### src/rtl/aes_keysched_lanes.sv
// AES-128 single-step round-key generator sharing an external byte S-box over SBOX_LANES lanes.
// Define KEYSCHED_INVERSE_EN to add inverse (round r -> r-1) expansion selected by dir_i.
module aes_keysched_lanes #(
  parameter int SBOX_LANES = 1
) (
  input  logic                    clk,
  input  logic                    reset,
  input  logic                    start_i,
  input  logic                    dir_i,
  input  logic [3:0]              round_i,
  input  logic [127:0]            last_key_i,
  output logic [127:0]            new_key_o,
  output logic                    ready_o,
  output logic                    busy_o,
  output logic                    sbox_access_o,
  output logic [8*SBOX_LANES-1:0] sbox_data_o,
  input  logic [8*SBOX_LANES-1:0] sbox_data_i,
  output logic                    sbox_decrypt_o
);
  localparam int         NBEATS = 4 / SBOX_LANES;
  localparam logic [2:0] LAST_C = 3'(NBEATS);

  if (SBOX_LANES != 1 && SBOX_LANES != 2 && SBOX_LANES != 4) begin : g_bad_lanes
    $error("aes_keysched_lanes: SBOX_LANES must be 1, 2 or 4");
  end

  typedef enum logic {ST_IDLE = 1'b0, ST_SUB = 1'b1} state_t;

  state_t         state_q, state_d;
  logic [2:0]     cnt_q, cnt_d;
  logic [127:0]   key_q, key_d;
  logic [3:0]     round_q, round_d;
  logic [31:0]    sub_q, sub_d;
  logic [127:0]   new_key_q, new_key_d;
  logic           ready_q, ready_d;
`ifdef KEYSCHED_INVERSE_EN
  logic           dir_q, dir_d;
`else
  logic           unused_dir_s;
  assign unused_dir_s = dir_i;
`endif

  logic [127:0]   src_key_s;
  logic [31:0]    rot_s;
  logic           access_s;
  logic [31:0]    sub_full_s;
  logic [127:0]   w_s;

  function automatic logic [31:0] rot_word(input logic [31:0] w);
    return {w[23:0], w[31:24]};
  endfunction

  function automatic logic [7:0] rcon(input logic [3:0] r);
    logic [7:0] c;
    case (r)
      4'd1:    c = 8'h01;
      4'd2:    c = 8'h02;
      4'd3:    c = 8'h04;
      4'd4:    c = 8'h08;
      4'd5:    c = 8'h10;
      4'd6:    c = 8'h20;
      4'd7:    c = 8'h40;
      4'd8:    c = 8'h80;
      4'd9:    c = 8'h1b;
      4'd10:   c = 8'h36;
      default: c = 8'h00;
    endcase
    return c;
  endfunction

  // S-box request: beat 0 comes straight from the inputs in the start cycle, later beats from the captured key
  always_comb begin
    logic [31:0] t;
    logic [1:0]  idx;
    int          beat;
    src_key_s = (state_q == ST_IDLE) ? last_key_i : key_q;
`ifdef KEYSCHED_INVERSE_EN
    if (((state_q == ST_IDLE) ? dir_i : dir_q) == 1'b1) begin
      t = src_key_s[31:0] ^ src_key_s[63:32];
    end else begin
      t = src_key_s[31:0];
    end
`else
    t = src_key_s[31:0];
`endif
    rot_s = rot_word(t);
    if (reset) begin
      access_s = 1'b0;
    end else if (state_q == ST_IDLE) begin
      access_s = start_i;
    end else begin
      access_s = (cnt_q != LAST_C);
    end
    beat = (state_q == ST_SUB) ? int'(cnt_q) : 0;
    sbox_data_o = {(8*SBOX_LANES){1'b0}};
    for (int l = 0; l < SBOX_LANES; l++) begin
      idx = 2'(beat * SBOX_LANES + l);
      sbox_data_o[8*l +: 8] = access_s ? 8'(rot_s >> {~idx, 3'b000}) : 8'h00;
    end
  end

  // Merge the returning S-box bytes into the substituted word and form the candidate round key
  always_comb begin
    logic [1:0]  pos;
    logic [4:0]  sh;
    logic [31:0] x;
    logic [31:0] w0, w1, w2, w3;
    sub_full_s = sub_q;
    for (int l = 0; l < SBOX_LANES; l++) begin
      pos = 2'((int'(cnt_q) - 1) * SBOX_LANES + l);
      sh  = {~pos, 3'b000};
      sub_full_s = (state_q == ST_SUB)
                 ? ((sub_full_s & ~(32'h0000_00ff << sh)) | ({24'h00_0000, sbox_data_i[8*l +: 8]} << sh))
                 : sub_full_s;
    end
    x  = sub_full_s ^ {rcon(round_q), 24'h00_0000};
    w0 = key_q[127:96] ^ x;
    w1 = w0 ^ key_q[95:64];
    w2 = w1 ^ key_q[63:32];
    w3 = w2 ^ key_q[31:0];
    w_s = {w0, w1, w2, w3};
`ifdef KEYSCHED_INVERSE_EN
    if (dir_q) begin
      w_s = {key_q[127:96] ^ x,
             key_q[95:64] ^ key_q[127:96],
             key_q[63:32] ^ key_q[95:64],
             key_q[31:0]  ^ key_q[63:32]};
    end else begin
      w_s = {w0, w1, w2, w3};
    end
`endif
  end

  // Next-state logic: capture on start, one beat per cycle in SUB, publish the key when leaving SUB
  always_comb begin
    state_d   = state_q;
    cnt_d     = cnt_q;
    key_d     = key_q;
    round_d   = round_q;
    sub_d     = sub_q;
    new_key_d = new_key_q;
    ready_d   = 1'b0;
`ifdef KEYSCHED_INVERSE_EN
    dir_d     = dir_q;
`endif
    case (state_q)
      ST_IDLE: begin
        if (start_i) begin
          state_d = ST_SUB;
          cnt_d   = 3'd1;
          key_d   = last_key_i;
          round_d = round_i;
          sub_d   = 32'h0000_0000;
`ifdef KEYSCHED_INVERSE_EN
          dir_d   = dir_i;
`endif
        end else begin
          state_d = ST_IDLE;
        end
      end
      ST_SUB: begin
        sub_d = sub_full_s;
        if (cnt_q == LAST_C) begin
          state_d   = ST_IDLE;
          cnt_d     = 3'd0;
          new_key_d = w_s;
          ready_d   = 1'b1;
        end else begin
          cnt_d = cnt_q + 3'd1;
        end
      end
      default: begin
        state_d = ST_IDLE;
        cnt_d   = 3'd0;
      end
    endcase
  end

  // State and output registers
  always_ff @(posedge clk or posedge reset) begin
    if (reset) begin
      state_q   <= ST_IDLE;
      cnt_q     <= 3'd0;
      key_q     <= 128'h0;
      round_q   <= 4'd0;
      sub_q     <= 32'h0000_0000;
      new_key_q <= 128'h0;
      ready_q   <= 1'b0;
`ifdef KEYSCHED_INVERSE_EN
      dir_q     <= 1'b0;
`endif
    end else begin
      state_q   <= state_d;
      cnt_q     <= cnt_d;
      key_q     <= key_d;
      round_q   <= round_d;
      sub_q     <= sub_d;
      new_key_q <= new_key_d;
      ready_q   <= ready_d;
`ifdef KEYSCHED_INVERSE_EN
      dir_q     <= dir_d;
`endif
    end
  end

  assign new_key_o      = new_key_q;
  assign ready_o        = ready_q;
  assign busy_o         = (state_q != ST_IDLE);
  assign sbox_access_o  = access_s;
  assign sbox_decrypt_o = 1'b0;

endmodule

### config.mk
export PLATFORM = sky130hd
export DESIGN_NAME = aes_keysched_lanes
export DESIGN_NICKNAME = d
export VERILOG_FILES = /design/src/rtl/aes_keysched_lanes.sv
export SDC_FILE = /design/constraint.sdc
export NUM_CORES = 1
export LEC_CHECK = 0
export BUFFER_PORTS_ARGS = -buffer_cell sky130_fd_sc_hd__buf_2
export CORE_MARGIN = 8
export CORE_UTILIZATION = 43
export DETAILED_ROUTE_END_ITERATION = 7
export PLACE_DENSITY = 0.66
export SETUP_SLACK_MARGIN = 0.15
export SLEW_MARGIN = 20
export SYNTH_ARGS = -nofsm -noshare
export SYNTH_HDL_FRONTEND = slang
export SYNTH_SLANG_ARGS = --single-unit
### constraint.sdc
create_clock -name clk -period 22.6 [get_ports clk]
set_input_delay 3.39 -clock clk [delete_from_list [all_inputs] [get_ports clk]]
set_output_delay 3.39 -clock clk [all_outputs]
set_load 0.02 [all_outputs]
Word level (Yosys, flattened, before mapping) --
Memory sizes are Yosys's and may differ from the RTL's. Cells that the tools add are included.
Storage, ports and cells: memories kept 1, output and inout port bits 140, flip-flop bits (word level) 297, bits in read-only memories 128, bits of input ports 144
Operators by class: mux-type cells 16, shift operators 3, equal/unequal tests 3, bitwise gates (word level) 11, $add $sub $neg 2, reductions and logical operators 2
Memory list:
- (no name shown) | depth 16, width 8, rd ports 1, clocked after Yosys merged registers in 0, write ports 0, RTL line 55 | case (r)
Operators with widths (count):
- $xor A32 B32 Y32 | 5
- $mux W32 | 3
- $pmux W32 S2 | 1
- $and A32 B32 Y32 | 1
- $not A32 Y32 | 1
- $or A32 B32 Y32 | 1
- $shl A8 B5 Y32 | 1
- $shl A8 B5 Y32 const A | 1
- $shr A32 B5 Y8 | 1
- $mux W8 | 1
- $mux W1 | 6
- $mux W3 | 2
- $pmux W3 S2 | 1
- $not A2 Y2 | 2
- $reduce_and A2 Y1 | 2
- $add A3 B1 Y3 const B | 1
- $eq A3 B3 Y1 const B | 1
- $ne A3 B3 Y1 const B | 1
- $mux W2 | 1
- $ne A2 B2 Y1 const B | 1
- $pmux W1 S2 | 1
- $sub A2 B1 Y2 const B | 1
- $not A1 Y1 | 1

Logic depth before layout (Yosys ltp) --
Gate-level depths: netlist (run 1).
word-level depth 12, depth in mapped cells 12

Least setup slack after synthesis (run 1) --
No wires, ideal clock.
path type in2out, start input reset, end output sbox_data_o[0], arrival time 11605 ps, cell stages on the path 3, data required time 19210 ps, slack 7605 ps, cells stage by stage inv_1 > nand2_1 > nor2_1
Between the ends: longest elaborated chain between the ends 2
Ends and longest elaborated chain:
- start, declared | RTL line 7 | input logic reset,
- $mux W1 | RTL line 87 | if (reset) begin
- $mux W8 | RTL line 98 | sbox_data_o[8*l +: 8] = access_s ? 8'(rot_s >> {~idx, 3'b000}) : 8'h00;
- end, declared | RTL line 16 | output logic [8*SBOX_LANES-1:0] sbox_data_o,
No other way between the ends.

Final worst setup path (run 1) --
start input start_i, end output sbox_data_o[7]
Between the ends: longest elaborated chain between the ends 3
Ends and longest elaborated chain:
- start, declared | RTL line 8 | input logic start_i,
- $mux W1 | RTL line 89 | end else if (state_q == ST_IDLE) begin
- $mux W1 | RTL line 87
- $mux W8 | RTL line 98
No other way between the ends.

==> metrics.csv, run 1 <==
metric;value;unit
grt_pass1_wl;60.9;mm
antenna_left;0;
die_area;38400;um^2
yosysWarnings;0;
fin_crit_sh;0.365;
drv_slew;0;
switchingPower;1.41;mW
critPathKind;primary input to output port;
antenna_found_initial;1;
ys_types;53;
num-fill-cells;3016;
cts_hold_buf;0;
drive_gt1_frac;0.234;
place_congestion;0.819;
worstPathRequired;19.21;ns
end_kind;output port;
drtPass1Iterations;5;
power_switching_share;0.436;
timing.max_cap.violations;0;
h-tree-depth;2;
cts_setup_buffers;0;
cts_tree;yes;
p_int;1.82;mW
yosysTopAreaCell;dfrtp_1;
grt_max_degree;127;
dp.cells;2018;
maxSlewHeadroom;0.336;
synth.area.top_cells;dfrtp_1 53%, nand2_1 14%, xnor2_1 7.3%;
nNetsFinal;1800;
synth_edf_count;0;
power;3.23;mW
clock-root-buffer;clkbuf_16;
rsz0062_at_grt;false;
ctsResizeCount;0;
tightest_slew;0.997;ns
avgSynthCellArea;9.96;um^2
syn_area;13900;um^2
grt-ovfl-total;0;
io_buffers;281;
synthesis.nets;1553;
cts.sinks;297;
cp-start-kind;primary input;
route.detailed.drc;0;
instances_no_fill;2075;
dp_hpwl;28.3;mm
power.density;193;nW/um^2
arrival;4.86;ns
grt_pass1_vias;10423;
routed_wl;39.3;mm
hold_viol;0;
syn_inst;1399;
ioPinCount;284;
coreArea;32200;um^2
sequentialPowerShare;0.311;
wl_per_cell;18.9;um
clkTransAtPathRegs;0.06;ns
peakVddDrop;0.0954;mV
path_max_fanout;11;
vias;10272;
total_leakage_power;8.60;nW
core.rowCount;66;
hold_class;flip-flop to flip-flop;
dieWidth;196;um
fmax;121;MHz
worstSkewPairLatency;0.51;ns
outcome;completed;
fp.dieH;196;um
async_reset_ff_frac;1.00;
synth_top_area_frac;0.533;
drtIter0Drc;702;
fin_skew;0.0185;ns
grt_usage;0.203;
setup_viol;0;
areaGrowthSynthToFinish;19.9;%
start_util;0.433;
synth-main-ff-cell;dfrtp_1;
p_clk_frac;0.175;
cts_buffers;34;
clockBufferDepth;3;
holdWs;0.464;ns
ys_seq_elements;297;
viasPerCell;4.95;
power_frac_comb;0.513;
min_period;8.25;ns
ys_seq_area_frac;0.533;
finalSetupTns;0;ns
-- power by group through the flow --
stage / combinational (mW) / sequential (mW) / clock [mW]
after detailed placement: 1.67 / 1.02 / 0
after CTS: 1.68 / 1.01 / 0.578
final: 1.66 / 1.01 / 0.566
after global placement: 1.64 / 1.01 / 0
after floorplan: 1.10 / 1.10 / 0
after global routing: 1.83 / 1.04 / 0.601
-- registers in the layout (all words and copies together), names as in the netlist --
register	count
busy_o	1
cnt_q	3
key_q	128
new_key_o	128
ready_o	1
round_q	4
sub_q	32
-- per-layer routing --
layer / share of wire / up-vias / track usage / routed length (um)
met2: 0.47 / 269 / 0.329 / 18300
met5: 0 / - / 0 / 0
li1: - / 5014 / - / -
met1: 0.46 / 4943 / 0.276 / 17900
met4: 0.020 / 0 / 0.0500 / 796
met3: 0.058 / 46 / 0.0415 / 2260
-- cells by family (layout without fill, tap and decap cells) --
family | count (synthesis) | in the layout | share of synthesized area
xor+xnor | 194 | 194 | 0.134
buf+inv | 88 | 355 | 0.0310
simple gates | 576 | 576 | 0.164
mux | 26 | 26 | 0.0260
flops | 297 | 297 | 0.533
compound gates | 207 | 207 | 0.102
fa+ha+maj | 10 | 10 | 0.00898
other cells | 1 | 2 | 0.000269
-- placed cells by master, fill, tap and decap left out, types with 4 or more instances in the layout --
master     instances
a21oi_1            4
a22o_1            25
a22oi_1           14
a22oi_2            5
a22oi_4            8
buf_2            281
buf_4              7
clkbuf_1           6
clkbuf_16         37
clkbuf_8          10
dfrtp_1          296
ha_1              10
inv_1              8
mux2i_1           16
mux4_2             8
nand2_1          530
nand2b_1           6
nor2_1            13
o21ai_0          118
o21ai_1           12
xnor2_1          116
xnor2_2            5
xnor3_1            6
xor2_1            63
-- stage by stage --
step	area (um^2)	util	setup WS, ns
2_1_floorplan	13900	-	7.60
3_3_place_gp	15600	0.483	14.39
3_5_place_dp	15600	0.483	14.35
4_1_cts	16700	0.519	14.35
5_1_grt	16700	0.519	14.23
6_report	16700	0.519	14.35
-- final timing paths --
path | startpoint | endpoint | slack (ns) | cells after the start
max | start_i | sbox_data_o[7] | 14.35 | 6
min | new_key_o[76]$_DFFE_PP0P_ | new_key_o[76]$_DFFE_PP0P_ | 0.46 | 2
max reg2reg | cnt_q[1]$_DFFE_PP0P_ | new_key_o[52]$_DFFE_PP0P_ | 18.90 | 7
min reg2reg | new_key_o[76]$_DFFE_PP0P_ | new_key_o[76]$_DFFE_PP0P_ | 0.46 | 2
max in group asynchronous | reset | key_q[110]$_DFFE_PP0P_ | 17.38 | 4
min in group asynchronous | reset | new_key_o[22]$_DFFE_PP0P_ | 2.95 | 2
-- final cells by class --
class / instances / area [um^2] / area share
well taps: 408 / 510 / 0.0305
diodes: 1 / 2.50 / 0.000150
repair buffers: 290 / 1480 / 0.0886
inverters: 9 / 41.3 / 0.00247
flip-flops and latches: 297 / 7430 / 0.445
clock inverters: 3 / 65.1 / 0.00389
clock buffers: 53 / 1090 / 0.0650
multi-input cells: 1014 / 6100 / 0.365
-- critical path: stages --
cell	delay [ns]
buf_2	0.25
nor2_1	0.11
nor2_1	0.39
nand2_1	0.31
nor2_1	0.21
buf_2	0.19
-- synth_stat cells (all sizes together), types with 2 or more instances --
library cell	n
a21bo	3
a21o	3
a21oi	6
a22o	25
a22oi	27
a32o	3
and3b	3
buf	41
clkbuf	38
dfrtp	297
ha	10
inv	9
mux2	2
mux2i	16
mux4	8
nand2	534
nand2b	7
nand3b	2
nand4	3
nor2	13
nor2b	4
nor3b	4
o21a	2
o21ai	130
o2bb2ai	2
o32a	3
or2	2
xnor2	121
xnor3	6
xor2	64
xor3	3
No activity file was read; power rests on OpenSTA's default activity.
==> inputs of run 2 (changes only) <==
--- a/config.mk
+++ b/config.mk
@@ -9,7 +9,7 @@
 export CORE_MARGIN = 8
 export CORE_UTILIZATION = 43
 export DETAILED_ROUTE_END_ITERATION = 7
-export PLACE_DENSITY = 0.66
+export PLACE_DENSITY = 0.69
 export SETUP_SLACK_MARGIN = 0.15
 export SLEW_MARGIN = 20
 export SYNTH_ARGS = -nofsm -noshare
==> constraint.sdc (replaced) <==
create_clock -name clk -period 7.5 [get_ports clk]
set_input_delay 1.125 -clock clk [delete_from_list [all_inputs] [get_ports clk]]
set_output_delay 1.125 -clock clk [all_outputs]
set_load 0.02 [all_outputs]
==> metrics.csv, run 2 (synthesized netlist as in run 1, its figures left out) <==
metric;value;unit
fmax;229;MHz
peakVddDrop;0.238;mV
tightest_slew;1.08;ns
dp.cells;2018;
grt_max_degree;159;
die_area;38400;um^2
outcome;completed;
hold_class;flip-flop to flip-flop;
worstPathRequired;6.38;ns
drv_slew;0;
grt_pass1_vias;10493;
nNetsFinal;1801;
viasPerCell;5.00;
grt_usage;0.203;
setup_viol;0;
cts.sinks;297;
end_kind;output port;
total_leakage_power;8.64;nW
maxSlewHeadroom;0.278;
dp_hpwl;28.2;mm
start_util;0.433;
cts_setup_buffers;0;
io_buffers;281;
vias;10393;
ctsResizeCount;0;
num-fill-cells;2911;
drive_gt1_frac;0.237;
path_max_fanout;24;
hold_start;new_key_o[127]$_DFFE_PP0P_;
clkTransAtPathRegs;0.06;ns
fp.dieH;196;um
grt_pass1_wl;60.9;mm
route.detailed.drc;0;
final_cell_mix;530 x nand2_1, 296 x dfrtp_1, 281 x buf_2;
drtPass1Iterations;5;
rsz0062_at_grt;false;
grt-ovfl-total;0;
antenna_found_initial;3;
cts_buffers;34;
fin_skew;0.0152;ns
layout_commonest_cell;nand2_1;
ioPinCount;284;
min_period;4.37;ns
cp-start-kind;flip-flop;
regArea;7430;um^2
drtIter0Drc;607;
antenna_left;0;
hold_viol;0;
startpoint;cnt_q[1]$_DFFE_PP0P_;
h-tree-depth;2;
multi_input_area;6100;um^2
routed_wl;39.2;mm
critPathKind;flip-flop to output port;
timing.max_cap.violations;0;
clock-root-buffer;clkbuf_16;
cts_tree;yes;
fin_crit_sh;0.582;
coreArea;32200;um^2
worstSkewPairLatency;0.50;ns
power.density;584;nW/um^2
dieWidth;196;um
areaGrowthSynthToFinish;20.6;%
clockBufferDepth;3;
instances_no_fill;2080;
r2r_start;cnt_q[1]$_DFFE_PP0P_;
core.rowCount;66;
arrival;3.24;ns
cts_hold_buf;0;
place_congestion;0.813;
wl_per_cell;18.9;um
post-route-util;0.522;
## run 2: cell count changes in the layout (fill, tap and decap cells not counted)
cell	change
clkbuf_1	-3
clkinv_2	+3
buf_12	+2
buf_6	-2
bufinv_16	+2
clkbuf_8	-2
clkinvlp_4	+2
diode_2	+2
buf_16	+1
inv_6	+1
inv_8	-1
## run 2: layout make-up
type | count | share of cell area
diodes | 3 | 0.000446
multi-input cells | 1014 | 0.363
flip-flops and latches | 297 | 0.442
clock inverters | 10 | 0.00930
well taps | 408 | 0.0304
repair buffers | 291 | 0.0908
clock buffers | 48 | 0.0623
inverters | 9 | 0.00223
## run 2: through the flow
step / worst slack, ns / area [um^2] / setup TNS [ns] / hold slack [ns] / power [mW]
finish: 3.13 / 16800 / 0 / 0.470 / 9.82
global route: 2.87 / 16800 / 0 / 0.495 / 10.5
detailed placement: 3.55 / 15600 / 0 / 0.458 / 8.13
floorplan: -0.266 / 13900 / -2.38 / 0.447 / 6.63
global placement: 3.61 / 15600 / 0 / 0.447 / 7.97
CTS: 3.07 / 16800 / 0 / 0.471 / 9.93
## run 2: layer usage
metal	global-route usage	wire length, um	vias up
li1	-	-	5024
met1	0.277	17700	5022
met2	0.319	17900	283
met3	0.0406	2310	64
met4	0.0705	1250	0
met5	0	0	-
## run 2: worst paths after layout
path / end / slack [ns] / cells after the start
max reg2reg: new_key_o[89]$_DFFE_PP0P_ / 3.74 / 6
max: sbox_data_o[5] / 3.13 / 8
min in group asynchronous: key_q[24]$_DFFE_PP0P_ / 0.78 / 3
min: new_key_o[127]$_DFFE_PP0P_ / 0.47 / 2
min reg2reg: new_key_o[127]$_DFFE_PP0P_ / 0.47 / 2
max in group asynchronous: key_q[109]$_DFFE_PP0P_ / 5.04 / 4
## run 2: critical path, stage by stage, from the launching register on
cell and delay [ns]:
dfrtp_1 0.74, inv_1 0.18, ha_1 0.27, nand3_4 0.27, inv_1 0.22, nor2_1 0.37, nand2_1 0.30, nor2_1 0.21
buf_2 0.18
## run 2: power breakdown
part,internal [mW],switching [mW],total [mW]
logic,2.06,2.99,5.05
registers,2.39,0.626,3.01
clock network,1.11,0.646,1.75
==> inputs of run 3 (changes only) <==
--- a/config.mk
+++ b/config.mk
@@ -9,7 +9,7 @@
 export CORE_MARGIN = 8
 export CORE_UTILIZATION = 43
 export DETAILED_ROUTE_END_ITERATION = 7
-export PLACE_DENSITY = 0.69
+export PLACE_DENSITY = 0.66
 export SETUP_SLACK_MARGIN = 0.15
 export SLEW_MARGIN = 20
 export SYNTH_ARGS = -nofsm -noshare
==> constraint.sdc (replaced) <==
create_clock -name clk -period 4.4 [get_ports clk]
set_input_delay 0.66 -clock clk [delete_from_list [all_inputs] [get_ports clk]]
set_output_delay 0.66 -clock clk [all_outputs]
set_load 0.02 [all_outputs]
==> metrics.csv, run 3 (synthesized netlist as in run 1, its figures left out) <==
metric;value;unit
power;16.8;mW
drt-met1-wl;17.7;mm
antenna_left;0;
dieWidth;196;um
wl_per_cell;18.8;um
timing.max_cap.violations;0;
fp.dieH;196;um
core.rowCount;66;
power.density;998;nW/um^2
num-fill-cells;2970;
drive_gt1_frac;0.238;
h-tree-depth;2;
cts.sinks;297;
areaGrowthSynthToFinish;20.8;%
fin_crit_sh;0.846;
dr_wl_met3;2.49;mm
worstPathRequired;3.74;ns
grt_usage;0.201;
dp_hpwl;28.5;mm
top_layer_used;met4;
coreArea;32200;um^2
drv_slew;0;
outcome;completed;
instances_no_fill;2078;
place_congestion;0.825;
placed_cell_area;15600;um^2
cts_setup_buffers;0;
fin_skew;0.0141;ns
total_leakage_power;8.66;nW
vias;10302;
setup_viol;0;
cts_tree;yes;
end_kind;output port;
antennaDiodeCount;0;
clockBufferDepth;3;
finalSetupTns;0;ns
start_util;0.433;
hold_class;primary input to asynchronous set/reset pin;
post-route-util;0.523;
io_buffers;281;
grt_pass1_wl;60.8;mm
layout_setup_ws;0.679;ns
tightest_slew;1.08;ns
dp.cells;2021;
hold_viol;0;
clkTransAtPathRegs;0.06;ns
die_area;38400;um^2
fmax;269;MHz
clock-root-buffer;clkbuf_16;
grt_pass1_vias;10570;
viasPerCell;4.96;
worstSkewPairLatency;0.50;ns
peakVddDrop;0.413;mV
cts_buffers;34;
critPathKind;flip-flop to output port;
met2_length;17.7;mm
arrival;3.06;ns
cp_cell_sequence;inv_1 > ha_1 > nand3_4 > inv_1 > nor2_1 > nand2_1 > nor2_1 > buf_2;
drtIter0Drc;546;
regArea;7430;um^2
multi_input_area;6100;um^2
holdWs;0.302;ns
stdcell_area;16800;um^2
ioPinCount;284;
routed_wl;39.1;mm
grt_max_degree;161;
nNetsFinal;1803;
cp-start-kind;flip-flop;
r2r_cells;7;
grt-ovfl-total;0;
final_cell_mix;530 x nand2_1, 295 x dfrtp_1, 281 x buf_2;
min_period;3.72;ns
rsz0062_at_grt;false;
slowest_stage;dfrtp_2;
route.detailed.drc;0;
maxSlewHeadroom;0.283;
layout_commonest_cell;nand2_1;
max_stage_delay;0.57;ns
drtPass1Iterations;4;
antenna_found_initial;2;
pre_cts_slack;0.880;ns
path_max_fanout;29;
-- run 3: report_power, final --
group | switching (mW) | total, mW | internal (mW)
Sequential | 1.10 | 5.17 | 4.07
Clock | 1.11 | 3.11 | 2.00
Combinational | 5.02 | 8.54 | 3.51
-- run 3: routing by layer --
| metal | GRT usage | vias up |
|---|---|---|
| met5 | 0 | - |
| met4 | 0.0651 | 0 |
| met3 | 0.0444 | 68 |
| met2 | 0.316 | 277 |
| met1 | 0.274 | 4940 |
| li1 | - | 5017 |
-- run 3: cell type report --
cell class | instances | share of cell area
inverters | 9 | 0.00223
clock buffers | 48 | 0.0622
flip-flops and latches | 297 | 0.441
repair buffers | 293 | 0.0903
multi-input cells | 1014 | 0.362
clock inverters | 9 | 0.0116
well taps | 408 | 0.0303
-- run 3: path summary, 6_finish.rpt --
kind                                                start                         to  slack, ns
worst max-delay path                 cnt_q[1]$_DFFE_PP0P_             sbox_data_o[7]       0.68
worst min-delay path                                reset  new_key_o[50]$_DFFE_PP0P_       0.30
worst max register to register       cnt_q[1]$_DFFE_PP0P_  new_key_o[45]$_DFFE_PP0P_       1.07
worst min register to register  new_key_o[88]$_DFFE_PP0P_  new_key_o[88]$_DFFE_PP0P_       0.47
max in group asynchronous                           reset           busy_o$_DFF_PP0_       2.72
min in group clk                           last_key_i[89]      key_q[89]$_DFFE_PP0P_       0.35
-- run 3: timing repair --
item,CTS,global route
hold buffers,0,0
gates resized for setup,0,1
endpoints found under the setup margin,0,6
-- run 3: critical path, delay by kind of cell, from the launching register on --
kind	cells	cell delay, ns
buf+inv	3	0.56
simple gates	4	1.17
fa+ha+maj	1	0.25
flops	1	0.57
